**src/rtl/matrix_stream_feeder.sv**
```systemverilog
// rtl/matrix_stream_feeder.sv - frame buffer and serial feeder for the 3x3 matrix-inversion collector
//
// Buffers host bytes into whole 18-byte frames (nine 16-bit words, high byte
// first) in a circular RAM of 18*FRAMES entries, then plays each frame out to
// the serial-to-parallel collector: a one-cycle start, 18 consecutive bytes,
// then a wait for the collector's done before the next frame.
//
// Ports:
//   clk                clock
//   rst                asynchronous active-low reset
//   i_in_data          host byte
//   i_in_valid         host byte valid
//   o_in_ready         byte taken on an edge where i_in_valid && o_in_ready
//   i_sp_done          collector done pulse (only honoured while waiting)
//   o_start            one-cycle frame start
//   o_serial_out       registered frame byte stream, 0 outside a frame
//   o_busy             high from the start cycle until done is seen
//   o_frames_pending   complete frames buffered and not yet started
//   o_frame_err        one-cycle pulse on checksum failure
//
// Optional build macro MSF_CHECKSUM_EN: each host frame carries a 19th XOR
// checksum byte that is checked and never stored; a bad frame is discarded.
// Without it frames are 18 bytes and o_frame_err is tied low.

module matrix_stream_feeder #(
    parameter int FRAMES = 2
) (
    input  logic                          clk,
    input  logic                          rst,
    input  logic [7:0]                    i_in_data,
    input  logic                          i_in_valid,
    output logic                          o_in_ready,
    input  logic                          i_sp_done,
    output logic                          o_start,
    output logic [7:0]                    o_serial_out,
    output logic                          o_busy,
    output logic [$clog2(FRAMES+1)-1:0]   o_frames_pending,
    output logic                          o_frame_err
);

    localparam int CAP = 18 * FRAMES;
    localparam int PW  = $clog2(CAP);
    localparam int OW  = $clog2(CAP + 1);
    localparam int FPW = $clog2(FRAMES + 1);

    typedef enum logic [1:0] {
        S_IDLE  = 2'd0,
        S_START = 2'd1,
        S_SEND  = 2'd2,
        S_WAIT  = 2'd3
    } state_t;

    state_t          r_state;
    state_t          w_next;

    logic [7:0]      r_mem [CAP];
    logic [PW-1:0]   r_wr_ptr;
    logic [PW-1:0]   r_rd_ptr;
    logic [OW-1:0]   r_occ;
    logic [4:0]      r_bcnt;
    logic [4:0]      r_kcnt;
    logic [FPW-1:0]  r_pending;
    logic [7:0]      r_serial;

    logic            w_accept;
    logic            w_store;
    logic            w_ck_phase;
    logic            w_complete;
    logic            w_bad;
    logic            w_rd;
    logic            w_take;
    logic [PW-1:0]   w_rewind;
    logic [4:0]      w_last_idx;

    function automatic logic [PW-1:0] f_inc(input logic [PW-1:0] p);
        return (p == PW'(CAP - 1)) ? '0 : p + PW'(1);
    endfunction

    assign w_accept = i_in_valid && o_in_ready;
    assign w_store  = w_accept && !w_ck_phase;
    assign w_rd     = (r_state == S_SEND);
    assign w_take   = (r_state == S_START);

`ifdef MSF_CHECKSUM_EN
    logic [7:0]      r_csum;
    logic [PW-1:0]   r_frame_base;
    logic            r_err;

    assign w_last_idx = 5'd18;
    // Byte 18 of a host frame is the checksum; it is never stored, so the
    // host must be able to deliver it even when the RAM is full.
    assign w_ck_phase = (r_bcnt == 5'd18);
    assign w_complete = w_accept && w_ck_phase && (i_in_data == r_csum);
    assign w_bad      = w_accept && w_ck_phase && (i_in_data != r_csum);
    assign w_rewind   = r_frame_base;
    assign o_frame_err = r_err;

    always_ff @(posedge clk or negedge rst) begin
        if (!rst) begin
            r_csum       <= '0;
            r_frame_base <= '0;
            r_err        <= 1'b0;
        end else begin
            r_err <= w_bad;
            if (w_accept) begin
                r_csum <= w_ck_phase ? 8'h00 : (r_csum ^ i_in_data);
            end
            // wr_ptr already points past byte 17 when the checksum arrives
            if (w_complete) begin
                r_frame_base <= r_wr_ptr;
            end
        end
    end
`else
    assign w_last_idx  = 5'd17;
    assign w_ck_phase  = 1'b0;
    assign w_complete  = w_accept && (r_bcnt == 5'd17);
    assign w_bad       = 1'b0;
    assign w_rewind    = r_wr_ptr;
    assign o_frame_err = 1'b0;
`endif

    assign o_in_ready       = w_ck_phase || (r_occ < OW'(CAP));
    assign o_start          = (r_state == S_START);
    assign o_busy           = (r_state != S_IDLE);
    assign o_serial_out     = r_serial;
    assign o_frames_pending = r_pending;

    always_ff @(posedge clk) begin
        if (w_store) begin
            r_mem[r_wr_ptr] <= i_in_data;
        end
    end

    // Write side: pointer, byte-in-frame counter, occupancy, frame count.
    always_ff @(posedge clk or negedge rst) begin
        if (!rst) begin
            r_wr_ptr  <= '0;
            r_bcnt    <= '0;
            r_occ     <= '0;
            r_pending <= '0;
        end else begin
            if (w_bad) begin
                r_wr_ptr <= w_rewind;
            end else if (w_store) begin
                r_wr_ptr <= f_inc(r_wr_ptr);
            end
            if (w_accept) begin
                r_bcnt <= (r_bcnt == w_last_idx) ? 5'd0 : r_bcnt + 5'd1;
            end
            r_occ <= r_occ + (w_store ? OW'(1) : OW'(0))
                           - (w_rd ? OW'(1) : OW'(0))
                           - (w_bad ? OW'(18) : OW'(0));
            case ({w_complete, w_take})
                2'b10:   r_pending <= r_pending + FPW'(1);
                2'b01:   r_pending <= r_pending - FPW'(1);
                default: r_pending <= r_pending;
            endcase
        end
    end

    // Read side: serial_out is loaded one edge ahead so byte k is on the
    // wire during SEND cycle k.
    always_ff @(posedge clk or negedge rst) begin
        if (!rst) begin
            r_state  <= S_IDLE;
            r_rd_ptr <= '0;
            r_kcnt   <= '0;
            r_serial <= 8'h00;
        end else begin
            r_state <= w_next;
            case (r_state)
                S_START: begin
                    r_serial <= r_mem[r_rd_ptr];
                    r_kcnt   <= 5'd0;
                end
                S_SEND: begin
                    r_rd_ptr <= f_inc(r_rd_ptr);
                    r_kcnt   <= r_kcnt + 5'd1;
                    r_serial <= (r_kcnt == 5'd17) ? 8'h00 : r_mem[f_inc(r_rd_ptr)];
                end
                default: begin
                    r_serial <= 8'h00;
                end
            endcase
        end
    end

    // WAIT jumps straight to START when another frame is queued so the next
    // start lands in the cycle right after done.
    always_comb begin
        w_next = r_state;
        case (r_state)
            S_IDLE: begin
                if (r_pending != '0) begin
                    w_next = S_START;
                end
            end
            S_START: begin
                w_next = S_SEND;
            end
            S_SEND: begin
                if (r_kcnt == 5'd17) begin
                    w_next = S_WAIT;
                end
            end
            S_WAIT: begin
                if (i_sp_done) begin
                    w_next = (r_pending != '0) ? S_START : S_IDLE;
                end
            end
            default: begin
                w_next = S_IDLE;
            end
        endcase
    end

endmodule
```
**config.mk**
```make
export PLATFORM = sky130hd
export DESIGN_NAME = matrix_stream_feeder
export DESIGN_NICKNAME = d
export VERILOG_FILES = /design/src/rtl/matrix_stream_feeder.sv
export SDC_FILE = /design/constraint.sdc
export NUM_CORES = 1
export LEC_CHECK = 0
export BUFFER_PORTS_ARGS = -buffer_cell sky130_fd_sc_hd__buf_2
export CAP_MARGIN = 10
export CORE_MARGIN = 3
export CORE_UTILIZATION = 50
export DETAILED_ROUTE_END_ITERATION = 6
export PLACE_DENSITY = 0.68
export SLEW_MARGIN = 20
export SYNTH_ARGS = -nofsm -noshare
export SYNTH_HDL_FRONTEND = slang
export SYNTH_SLANG_ARGS = --single-unit
```
**constraint.sdc**
```tcl
create_clock -name clk -period 2.6 [get_ports clk]
set_input_delay 0.13 -clock clk [delete_from_list [all_inputs] [get_ports clk]]
set_output_delay 0.13 -clock clk [all_outputs]
set_load 0.01 [all_outputs]
```
Yosys cells after proc, flatten, opt, wreduce, memory -nomap -nowiden
Memories as Yosys holds them, arrays and structs flattened.
Index checks and enable logic that the tools add are counted.
{ "word_totals": {"reg_bits": 40, "mem_bits_rw": 288, "input_bits": 12, "output_inout_bits": 14, "wordCells": 54, "mem_count": 1} }
{ "op_classes": {"addsub": 8, "n_lt_le_gt_ge": 1, "eq_ne": 12, "n_mux": 16, "n_reduce_logical": 8} }
{ "memory_table": {"columns": ["memory", "words", "width", "read_ports", "rd_clocked_by_memory_dff", "write_ports", "line", "rtl"], "rows": [
  ["r_mem", 36, 8, 2, 0, 1, "56", "logic [7:0] r_mem [CAP];"]
]} }
{ "op_table": {"columns": ["operator", "n"], "rows": [
  ["one-hot mux 8 bit (2 select lines)", 1],
  ["adder 6 x 1 -> 6 bit, second input constant", 2],
  ["equality test 6 bit, second input constant", 2],
  ["two-way mux 6 bit", 2],
  ["adder 5 x 1 -> 5 bit, second input constant", 2],
  ["equality test 5 bit, second input constant", 2],
  ["one-hot mux 5 bit (2 select lines)", 1],
  ["two-way mux 8 bit", 1],
  ["one-hot mux 2 bit (4 select lines)", 1],
  ["nonzero test 2 bit", 4],
  ["adder 6 x 1 -> 6 bit", 1],
  ["equality test 2 bit, second input constant", 3],
  ["less-than comparator 6 bit, second input constant", 1],
  ["two-way mux 2 bit", 3],
  ["subtractor 6 x 1 -> 6 bit", 1],
  ["two-way mux 1 bit", 5],
  ["two-way mux 5 bit", 1],
  ["equality test 2 x 1 -> 1 bit, second input constant", 2],
  ["inequality test 2 bit, second input constant", 2],
  ["one-hot mux 2 bit (2 select lines)", 1],
  ["AND reduction 3 bit", 1],
  ["adder 2 x 1 -> 2 bit, second input constant", 1],
  ["logical AND 1 bit", 2],
  ["zero test 2 bit", 1],
  ["2 further kinds", 2]
]} }

Depth between registers and ports, before layout
Gate-level depths: netlist of run 1.
{ "logic_depth": {"word_depth": 5, "ltp_mapped": 15, "mapped_depth_nobuf": 14} }

Least setup slack after synthesis of run 1
Ideal clock, no wire load.
{ "synth_timing": {"path_type": "flip-flop to flip-flop", "startpoint": "reg r_occ[2]", "endpoint": "reg r_occ[4]", "setup_ps": 80, "arrival_ps": 2650, "t_required_ps": 2520, "path_slack_ps": -130, "path_stages_with_launch": 16, "n_path_buf": 1, "synth_period_minus_slack_ps": 2730, "cell_sequence": "dfrtp_1 inv_1 ha_1 inv_1 a21oi_1 and2_1 clkbuf_1 inv_1 ha_1 inv_1 ha_1 fa_1 a21oi_1 nor2_1 nor2_1 xnor2_1"} }
{ "synth_via": {"elab_chain_cells": 5} }
{ "synth_lines": {"columns": ["item", "line", "rtl"], "rows": [
  ["start: declaration", "59", "logic [OW-1:0] r_occ;"],
  ["start signal: assignment", "151", "r_occ <= r_occ + (w_store ? OW'(1) : OW'(0))"],
  ["less-than comparator 6 bit", "123", "assign o_in_ready = w_ck_phase || (r_occ < OW'(CAP));"],
  ["named net o_in_ready", "32", "output logic o_in_ready,"],
  ["logical AND 1 bit", "79", "assign w_accept = i_in_valid && o_in_ready;"],
  ["two-way mux 1 bit", "151", null],
  ["adder 6 x 1 -> 6 bit", "151", null],
  ["subtractor 6 x 1 -> 6 bit", "152", "- (w_rd ? OW'(1) : OW'(0))"]
]} }
The timed path passes the listed nets, and every way through them passes these cells.
A chain may end at the register's enable or synchronous reset.

Worst setup path after layout of run 1
{ "layout_timing": {"startpoint": "reg r_rd_ptr[0]", "endpoint": "reg r_serial[1] (netlist: o_serial_out[1])"} }
{ "layout_via": {"elab_chain_cells": 5, "word_cells_on_any_way": 6, "cone_classes": "add/sub (1); eq/ne (1); mux (3); memory (1)"} }
{ "layout_lines": {"columns": ["item", "line", "rtl"], "rows": [
  ["start: declaration", "58", "logic [PW-1:0] r_rd_ptr;"],
  ["start signal: assignment", "178", "r_rd_ptr <= f_inc(r_rd_ptr);"],
  ["adder 6 x 1 -> 6 bit / equality test 6 bit (equally long branches)", "76", "return (p == PW'(CAP - 1)) ? '0 : p + PW'(1);"],
  ["two-way mux 6 bit", "76", null],
  ["memory (36 x 8 bit) (*)", null, null],
  ["two-way mux 8 bit", "180", "r_serial <= (r_kcnt == 5'd17) ? 8'h00 : r_mem[f_inc(r_rd_ptr)];"],
  ["one-hot mux 8 bit (2 select lines) (*)", "172", "case (r_state)"],
  ["end signal: assignment", "174", "r_serial <= r_mem[r_rd_ptr];"],
  ["end signal: assignment", "180", null],
  ["end: declaration", "63", "logic [7:0] r_serial;"]
]} }
Mark *: on every way between the ends. The rest lies on a longest branch, timed or not.

==> results of run 1 <==
==> critical path: stages, from the launching register on <==
cell	delay, ns
sky130_fd_sc_hd__dfrtp_4	0.52
sky130_fd_sc_hd__ha_4	0.20
sky130_fd_sc_hd__nor2b_4	0.14
sky130_fd_sc_hd__a21oi_4	0.33
sky130_fd_sc_hd__buf_12	0.19
sky130_fd_sc_hd__buf_4	0.12
sky130_fd_sc_hd__mux4_2	0.54
sky130_fd_sc_hd__o21ai_4	0.21
sky130_fd_sc_hd__a41oi_2	0.05
sky130_fd_sc_hd__o21a_1	0.19
==> power breakdown <==
part	switching, mW	internal [mW]
combinational	7.09	5.64
sequential	0.363	6.19
clock	2.11	3.28
==> path summary, 6_finish.rpt <==
check	cells past startpoint	startpoint	end
worst min-delay path	4	i_sp_done	r_state[0]
min in group asynchronous	2	rst	r_occ[4]
worst min register to register	1	r_occ[0]	r_occ[0]
worst max-delay path	9	r_rd_ptr[0]	o_serial_out[1]
worst max register to register	9	r_rd_ptr[0]	o_serial_out[1]
max in group asynchronous	3	rst	r_wr_ptr[2]
==> synthesized netlist by cell type (9+ instances only) <==
library cell,n,area share (%)
sky130_fd_sc_hd__dfrtp_1,40,6.2
sky130_fd_sc_hd__a21oi_1,40,1.2
sky130_fd_sc_hd__clkbuf_1,21,0.49
sky130_fd_sc_hd__o21ai_0,41,1.3
sky130_fd_sc_hd__mux4_2,92,13
sky130_fd_sc_hd__ha_1,21,1.6
sky130_fd_sc_hd__nor2b_1,15,0.58
sky130_fd_sc_hd__o211ai_1,9,0.42
sky130_fd_sc_hd__mux2i_1,51,3.2
sky130_fd_sc_hd__buf_2,30,0.93
sky130_fd_sc_hd__a221oi_1,10,0.54
sky130_fd_sc_hd__edfxtp_1,288,54
sky130_fd_sc_hd__nand4_1,10,0.39
sky130_fd_sc_hd__a32oi_1,16,0.87
sky130_fd_sc_hd__nor3_1,9,0.28
sky130_fd_sc_hd__inv_1,24,0.56
sky130_fd_sc_hd__nand2_1,160,3.7
sky130_fd_sc_hd__nor2_1,64,1.5
sky130_fd_sc_hd__xnor2_1,10,0.54
sky130_fd_sc_hd__o21ai_1,11,0.34
sky130_fd_sc_hd__buf_4,12,0.56
sky130_fd_sc_hd__nand3_1,44,1.4
sky130_fd_sc_hd__a31oi_1,19,0.74
==> metal layers <==
layer	share of wire (%)	GRT usage, %	vias to the layer above	wire (µm)
met4	4.5	11.8	0	2170
met3	10	4.75	138	4840
met1	38	38.0	5737	18300
li1	-	-	4814	-
met2	47	44.2	757	22700
met5	0	0	-	0
==> sequential cells by signal, indices dropped and copies added, names as in the netlist <==
register / count
o_frames_pending: 2
o_serial_out: 8
r_bcnt: 5
r_kcnt: 5
r_mem: 288
r_occ: 6
r_rd_ptr: 6
r_state: 2
r_wr_ptr: 6
==> metrics by stage <==
step | cells | hold WS, ns | setup TNS (ns) | setup WS, ns
after global routing | 1732 | 0.118 | -0.387 | -0.0794
final | 1732 | 0.0934 | -0.0133 | -0.00653
after floorplan | 1154 | -0.166 | 0 | 0.0363
after global placement | 1643 | 0.247 | -0.376 | -0.149
after CTS | 1718 | 0.0661 | -0.126 | -0.0143
after detailed placement | 1643 | 0.243 | -0.674 | -0.151
==> area by class of cell <==
type | instances | area [µm²] | share of cell area, %
Timing Repair Buffer | 183 | 1630 | 8.41
Clock inverter | 26 | 303 | 1.57
Clock buffer | 41 | 962 | 4.98
Tap cell | 402 | 503 | 2.60
Multi-Input combinational cell | 726 | 6170 | 31.9
Inverter | 26 | 97.6 | 0.505
Sequential cell | 328 | 9660 | 50.0
==> what timing repair did <==
item / CTS / global route
cloned: 2 / 3
buffers inserted: 5 / 11
resized for setup: 25 / 49
hold endpoints to repair: 28 / 0
endpoints found under the setup margin: 13 / 121
pin swaps: 4 / 14
hold buffers: 1 / 0
==> cell families after synthesis <==
family | synth area share (%)
buf+inv | 3.22
other cells | 0.0233
xor+xnor | 0.707
mux | 16.3
fa+ha+maj | 1.76
compound gates | 8.74
simple gates | 9.31
flops | 59.9
==> out/summary.md, run 1 <==
Power comes to 24.7 mW. The finished cells cover 19300 µm². The normalized max-slew margin was 46.0%. Maximum fanout along the worst path: 8.

Sequential elements use 59.9% of the synthesized area. The data arrival time at the worst-slack endpoint was 3.02 ns. Dividing the detail-routed wire length by the instance count gives 27.7 µm. TritonCTS built the clock tree.

Share of the cycle needed by the critical path after routing: 100%. Setup repair after global routing could not meet its margin everywhere. Core footprint: 31600 µm².

The tree is rooted in a sky130_fd_sc_hd__clkbuf_16. In this run the cell area measured after placement is 17500 µm². The tools report the maximum clock frequency as 0.384 GHz.

The flow ran to the end, but the final reports show violations. Among all flip-flop cells after synthesis, the most frequent one is sky130_fd_sc_hd__edfxtp_1. Leading cell type in the layout, fill and taps excluded: sky130_fd_sc_hd__edfxtp_1. The number of antenna diodes is 0, and the post-layout minimum cycle time is 2.61 ns. The logs give 37 for the number of buffers added by the clock tree synthesis step and 68 for the distinct cell type count of the synthesized netlist.

Setup violations remaining at the end of the flow were counted as 3. The initial utilization of the core area, before any placement, comes to 50.9%. The via count of the first global-routing pass was 11100; the cell area power density was 1280 nW/µm². The aggregate global routing overflow is 0. CTS saw 328 sinks.

For the final database, setup skew stands at 0.0188 ns. The tools report the number of top-level pins as 26. The kind of critical path was reg -> reg. In this run the vertical extent of the chip is 185 µm.

The run gives 48000 µm as the overall routed net length. For the initial DRC count, the log shows 1501. For this run, the number of Yosys warnings is 0. Synthesis produced a netlist whose cell count is 1154. The worst-case IR drop observed on VDD is 0.659 mV.

Detailed routing inserted a total of 11400 vias. The remaining design rule violation count was 0; the leakage power figure was 6.93 nW. In this run, synthesis produced a sequential element count of 328.

The number of buffers on the longest clock path was 3; the fraction of layout cells with a size suffix above 1 was 28.9%. Entering global routing, the biggest net connects 46 pins. The tools report the required arrival time at the worst endpoint as 3.01 ns. The tools report the count of final max-slew check failures as 0. The tools report the max-cap violation count as 0.

The run gives 34400 µm² as the overall die area. In this run the worst hold path is classified as in -> reg. The final net count was 1336; the via density per instance was 6.61.

For this run, the total global-route usage over all layers was measured as 27.7%. In the layout the commonest cells are 288 x sky130_fd_sc_hd__edfxtp_1, 158 x sky130_fd_sc_hd__nand2_1, 131 x sky130_fd_sc_hd__buf_4, 92 x sky130_fd_sc_hd__mux4_2, 61 x sky130_fd_sc_hd__nor2_1. The slew at the pin with the worst max-slew slack is 0.810 ns, and the count of port buffers added during placement is 24.

The synthesized netlist occupies a cell area of 16100 µm². For the maximum level of the CTS H-tree, the log shows 2. Counting flops with a built-in enable in the synthesized netlist gives 288. Synthesis produced a netlist with a net count of 1188. Hold violation count in the final report: 0. The worst setup path is launched from a flip-flop. Each instance of the synthesized netlist takes up on average 14.0 µm². The congestion estimate from routability-driven global placement came to 1.01.

Summed over all nets, the half-perimeter wirelength after detailed placement is 32100 µm. The first global-routing pass estimated 69800 µm of wire. The filler cells instantiated in the layout total 2342.

In this run the remaining antenna-violating nets after routing total 0. Clock-pin slew was measured on the worst setup and hold paths at 0.06 ns. The logs give 0.54 ns for the clock insertion delay at the later pin of the skew report and -0.00653 ns for the post-layout worst setup margin. The share of flip-flops with an asynchronous set or reset was 12.2%. The checks that failed: setup timing. Once layout is complete, the utilization of the core stands at 61.1%. Row generation in the floorplan step produced 65 rows. The worst register-to-register path has a setup slack of -0.007 ns. The detailed-router iteration count before antenna repair was 5; the die span in x was 185 µm. The worst setup path is captured at a flip-flop.

From synthesis to final layout, the design area changed by 19.9%. The initial antenna violation count was 0.
No activity file was read; power rests on OpenSTA's default activity.
==> run 2, diff against run 1 <==
--- a/config.mk
+++ b/config.mk
@@ -8,9 +8,9 @@
 export BUFFER_PORTS_ARGS = -buffer_cell sky130_fd_sc_hd__buf_2
 export CAP_MARGIN = 10
 export CORE_MARGIN = 3
-export CORE_UTILIZATION = 50
+export CORE_UTILIZATION = 45
 export DETAILED_ROUTE_END_ITERATION = 6
-export PLACE_DENSITY = 0.68
+export RECOVER_POWER = 100
 export SLEW_MARGIN = 20
 export SYNTH_ARGS = -nofsm -noshare
 export SYNTH_HDL_FRONTEND = slang
==> constraint.sdc (replaced) <==
create_clock -name clk -period 3 [get_ports clk]
set_input_delay 0.15 -clock clk [delete_from_list [all_inputs] [get_ports clk]]
set_output_delay 0.15 -clock clk [all_outputs]
set_load 0.01 [all_outputs]
==> run 2 against run 1 <==
  * The run ends with capacitance limit, slew limit left
  * Cell count is 1.2% higher
  * Die area is 11% higher
  * Register-to-register slack better by 0.18 ns
  * Combinational power is 24% lower
  * Sequential cell count stayed put
  * Critical endpoint is now o_serial_out[2]
  * Largest cell class unchanged
==> out/summary.md, run 2 (synthesized netlist as in run 1, its figures left out) <==
The flow ran to the end, but the final reports show violations. The checks that failed: capacitance limit, slew limit. The via density per instance came out at 6.24 (-5.6%). The count of clock tree sinks is 328 (unchanged), and the detailed-placement wirelength estimate is 33400 µm (+4.1%). The via count of the first global-routing pass is 10800 (-3.0%). The number of flip-flops under the largest register name works out to 288 (unchanged). The worst-case hold path end point was r_state[0].

The initial DRC count is 1311 (-13%). The leakage power figure came out at 6.47 nW (-6.7%). Setup repair after global routing left no endpoint under its margin. The startpoint identified for the worst hold timing path is i_sp_done.

The aggregate global routing overflow was 0 (unchanged). The number of antenna diodes was 0 (unchanged); the number of buffers on the longest clock path was 3 (unchanged). The logs give 48.0% (-3.6 points) for the combinational power share and 0.616 mV (-6.6%) for the highest ir drop seen on vdd.

The slew at the pin with the worst max-slew slack works out to 2.07 ns (+1.26 ns). From synthesis to final layout, the design area changed by 15.2%. For the data arrival time at the worst-slack endpoint, the log shows 3.24 ns (+0.22 ns). For the required arrival time at the worst endpoint, the log shows 3.41 ns (+0.40 ns). The endpoint identified for the worst register-to-register timing path is o_serial_out[2]. The root buffer cell chosen for the clock tree is sky130_fd_sc_hd__clkbuf_16. The worst register-to-register path begins at r_rd_ptr[2]. The global-route total usage across every layer came out at 24.8% (-2.9 points). The fraction of layout cells with a size suffix above 1 was 20.8% (-8.1 points); the clock transition at the register clock pins on the worst setup and hold paths after CTS was 0.06 ns (about the same).

For the number of top-level pins, the log shows 26 (unchanged). The count of port buffers added during placement was 24 (unchanged). The sequential cell fraction of total power is 28.3% (+1.8 points), and the average detailed-routed wire length per instance is 27.0 µm (-2.4%). The cell count of the worst reg-to-reg path came out at 10 (+1). The core footprint was 34900 µm² (+10%). Number of buffers added by the clock tree synthesis step: 37 (unchanged). For the number of setup violations in the final report, the log shows 0 (-3). The switching power share of the total was 39.0% (+0.25 points). The post-layout worst setup margin was 0.170 ns (+0.177 ns). The share of the cycle needed by the critical path after routing works out to 94.3% (-5.9 points). The die span in x is 195 µm (+5.2%). The vertical die dimension was 195 µm (+5.2%).

The remaining design rule violation count is 0 (unchanged). TritonCTS built the clock tree. The initial antenna violation count came out at 0 (unchanged). The tools report the largest clock skew in the final design as 0.0186 ns (-0.000187 ns). In the layout the commonest cells are 288 x sky130_fd_sc_hd__edfxtp_1, 160 x sky130_fd_sc_hd__nand2_1, 92 x sky130_fd_sc_hd__mux4_2, 64 x sky130_fd_sc_hd__nor2_1, 64 x sky130_fd_sc_hd__buf_4.

Maximum fanout along the worst path: 19 (+11). Switching power: 7.81 mW (-18%). The starting density of the core was 46.2% (-4.7 points); the overall routed net length was 47300 µm (-1.3%). The max-cap violation count was 9 (+9); the detailed-route via count was 10900 (-4.6%).

The global-route wire length before repair is 70900 µm (+1.6%). The clock insertion delay at the later pin of the skew report is 0.53 ns (about the same), and the final net count is 1302 (-2.5%). The setup path with the least slack is of type reg -> reg. The tools report the placement row count as 68 (+4.6%). The total power is 20.0 mW (-19%), and the pin count of the biggest net entering global routing is 45 (-2.2%). The run gives 0.353 GHz (-7.9%) as the maximum clock frequency. Register ranked first by flip-flop count: r_mem. Endpoint class of the critical path: a flip-flop.

The hold violation count in the final report came out at 0 (unchanged). The internal power contribution is 12.2 mW (-19%). The library cell used most frequently in the layout, excluding fill and tap cells, is sky130_fd_sc_hd__edfxtp_1.

The class of the most critical hold timing path is in -> reg. Count of final max-slew check failures: 326 (+326). Slack of the worst reg-to-reg path: 0.17 ns (+0.18 ns). The post-layout minimum cycle time was 2.83 ns (+0.223 ns); the maximum level of the CTS H-tree was 2 (unchanged).

The type of element launching the critical path was a flip-flop. The tools report the overall die area as 38100 µm² (+11%). For the post-placement worst setup slack, the log shows -0.164 ns (-0.0133 ns).

The count of antenna-violating nets left after detailed routing is 0 (unchanged), and the clock share of power is 23.6% (+1.7 points). The cell area power density was 1080 nW/µm² (-16%); the detailed-router iteration count before antenna repair was 5 (unchanged). The number of cells on the worst hold path came out at 4 (unchanged).

The logs give 0.984 (-2.8%) for the final weighted congestion in routability-driven placement and -37.9% (-84 points) for the normalized max-slew margin.
[run 2: cell types whose count changed in the layout (fill, tap and decap cells not counted), sizes merged]
cell and delta:
inv +3, clkbuf +73, bufbuf -1, clkinvlp +1, clkinv -7, buf -101
bufinv -1
[run 2: cell type report]
type / instances / area, µm²
fillers: 2916 / 16300
flip-flops and latches: 328 / 9660
multi-input cells: 726 / 5950
clock buffers: 46 / 1020
repair buffers: 149 / 1010
well taps: 455 / 569
clock inverters: 22 / 251
inverters: 26 / 97.6
[run 2: worst max path at each step]
stage,startpoint,end,slack (ns)
finish,r_rd_ptr[2],o_serial_out[2],0.17
global route,r_state[0],o_serial_out[6],0.02
detailed placement,r_rd_ptr[0],o_serial_out[2],-0.16
global placement,r_rd_ptr[0],o_serial_out[2],-0.07
CTS,r_rd_ptr[0],o_serial_out[2],0.005
floorplan,r_occ[2],r_occ[4],0.27
[run 2: power groups by stage]
stage	clock (mW)	combinational (mW)	sequential, mW
6_report	4.73	9.62	5.67
3_3_place_gp	0	9.44	5.74
4_1_cts	4.81	9.62	5.66
3_5_place_dp	0	9.57	5.75
2_1_floorplan	0	6.15	5.64
5_1_grt	5.00	10.2	5.71
[run 2: what timing repair did]
item / 4_1_cts / 5_1_grt
endpoints found under the hold margin: 29 / 0
hold buffers: 1 / 0
buffers inserted: 0 / 0
resized for setup: 1 / 1
endpoints found under the setup margin: 1 / 1
[run 2: stage by stage]
| step | utilization, % | instances | area (µm²) | hold slack (ns) | setup TNS [ns] |
|---|---|---|---|---|---|
| 6_report | 53.2 | 1752 | 18600 | 0.0947 | 0 |
| 5_1_grt | 53.2 | 1752 | 18600 | 0.0992 | 0 |
| 4_1_cts | 53.7 | 1752 | 18700 | 0.0802 | 0 |
| 3_5_place_dp | 50.1 | 1683 | 17500 | 0.321 | -0.164 |
| 3_3_place_gp | 50.1 | 1683 | 17500 | 0.300 | -0.0733 |
| 2_1_floorplan | - | 1154 | 16100 | -0.146 | 0 |
[run 2: per-layer routing]
metal / track usage, % / part of all wire (%) / vias up
li1: - / - / 4738
met1: 36.0 / 42 / 5597
met2: 38.5 / 46 / 511
met3: 4.38 / 8.2 / 79
met4: 8.19 / 3.3 / 0
met5: 0 / 0 / -
[run 2: critical path, cell delays in order (launching register included)]
cell	delay, ns
sky130_fd_sc_hd__dfrtp_1	0.36
sky130_fd_sc_hd__buf_4	0.21
sky130_fd_sc_hd__buf_4	0.35
sky130_fd_sc_hd__clkinv_1	0.37
sky130_fd_sc_hd__o21ai_0	0.35
sky130_fd_sc_hd__and2_1	0.22
sky130_fd_sc_hd__a311oi_1	0.08
sky130_fd_sc_hd__a32oi_1	0.27
sky130_fd_sc_hd__buf_4	0.17
sky130_fd_sc_hd__a41oi_1	0.11
sky130_fd_sc_hd__o21a_1	0.19
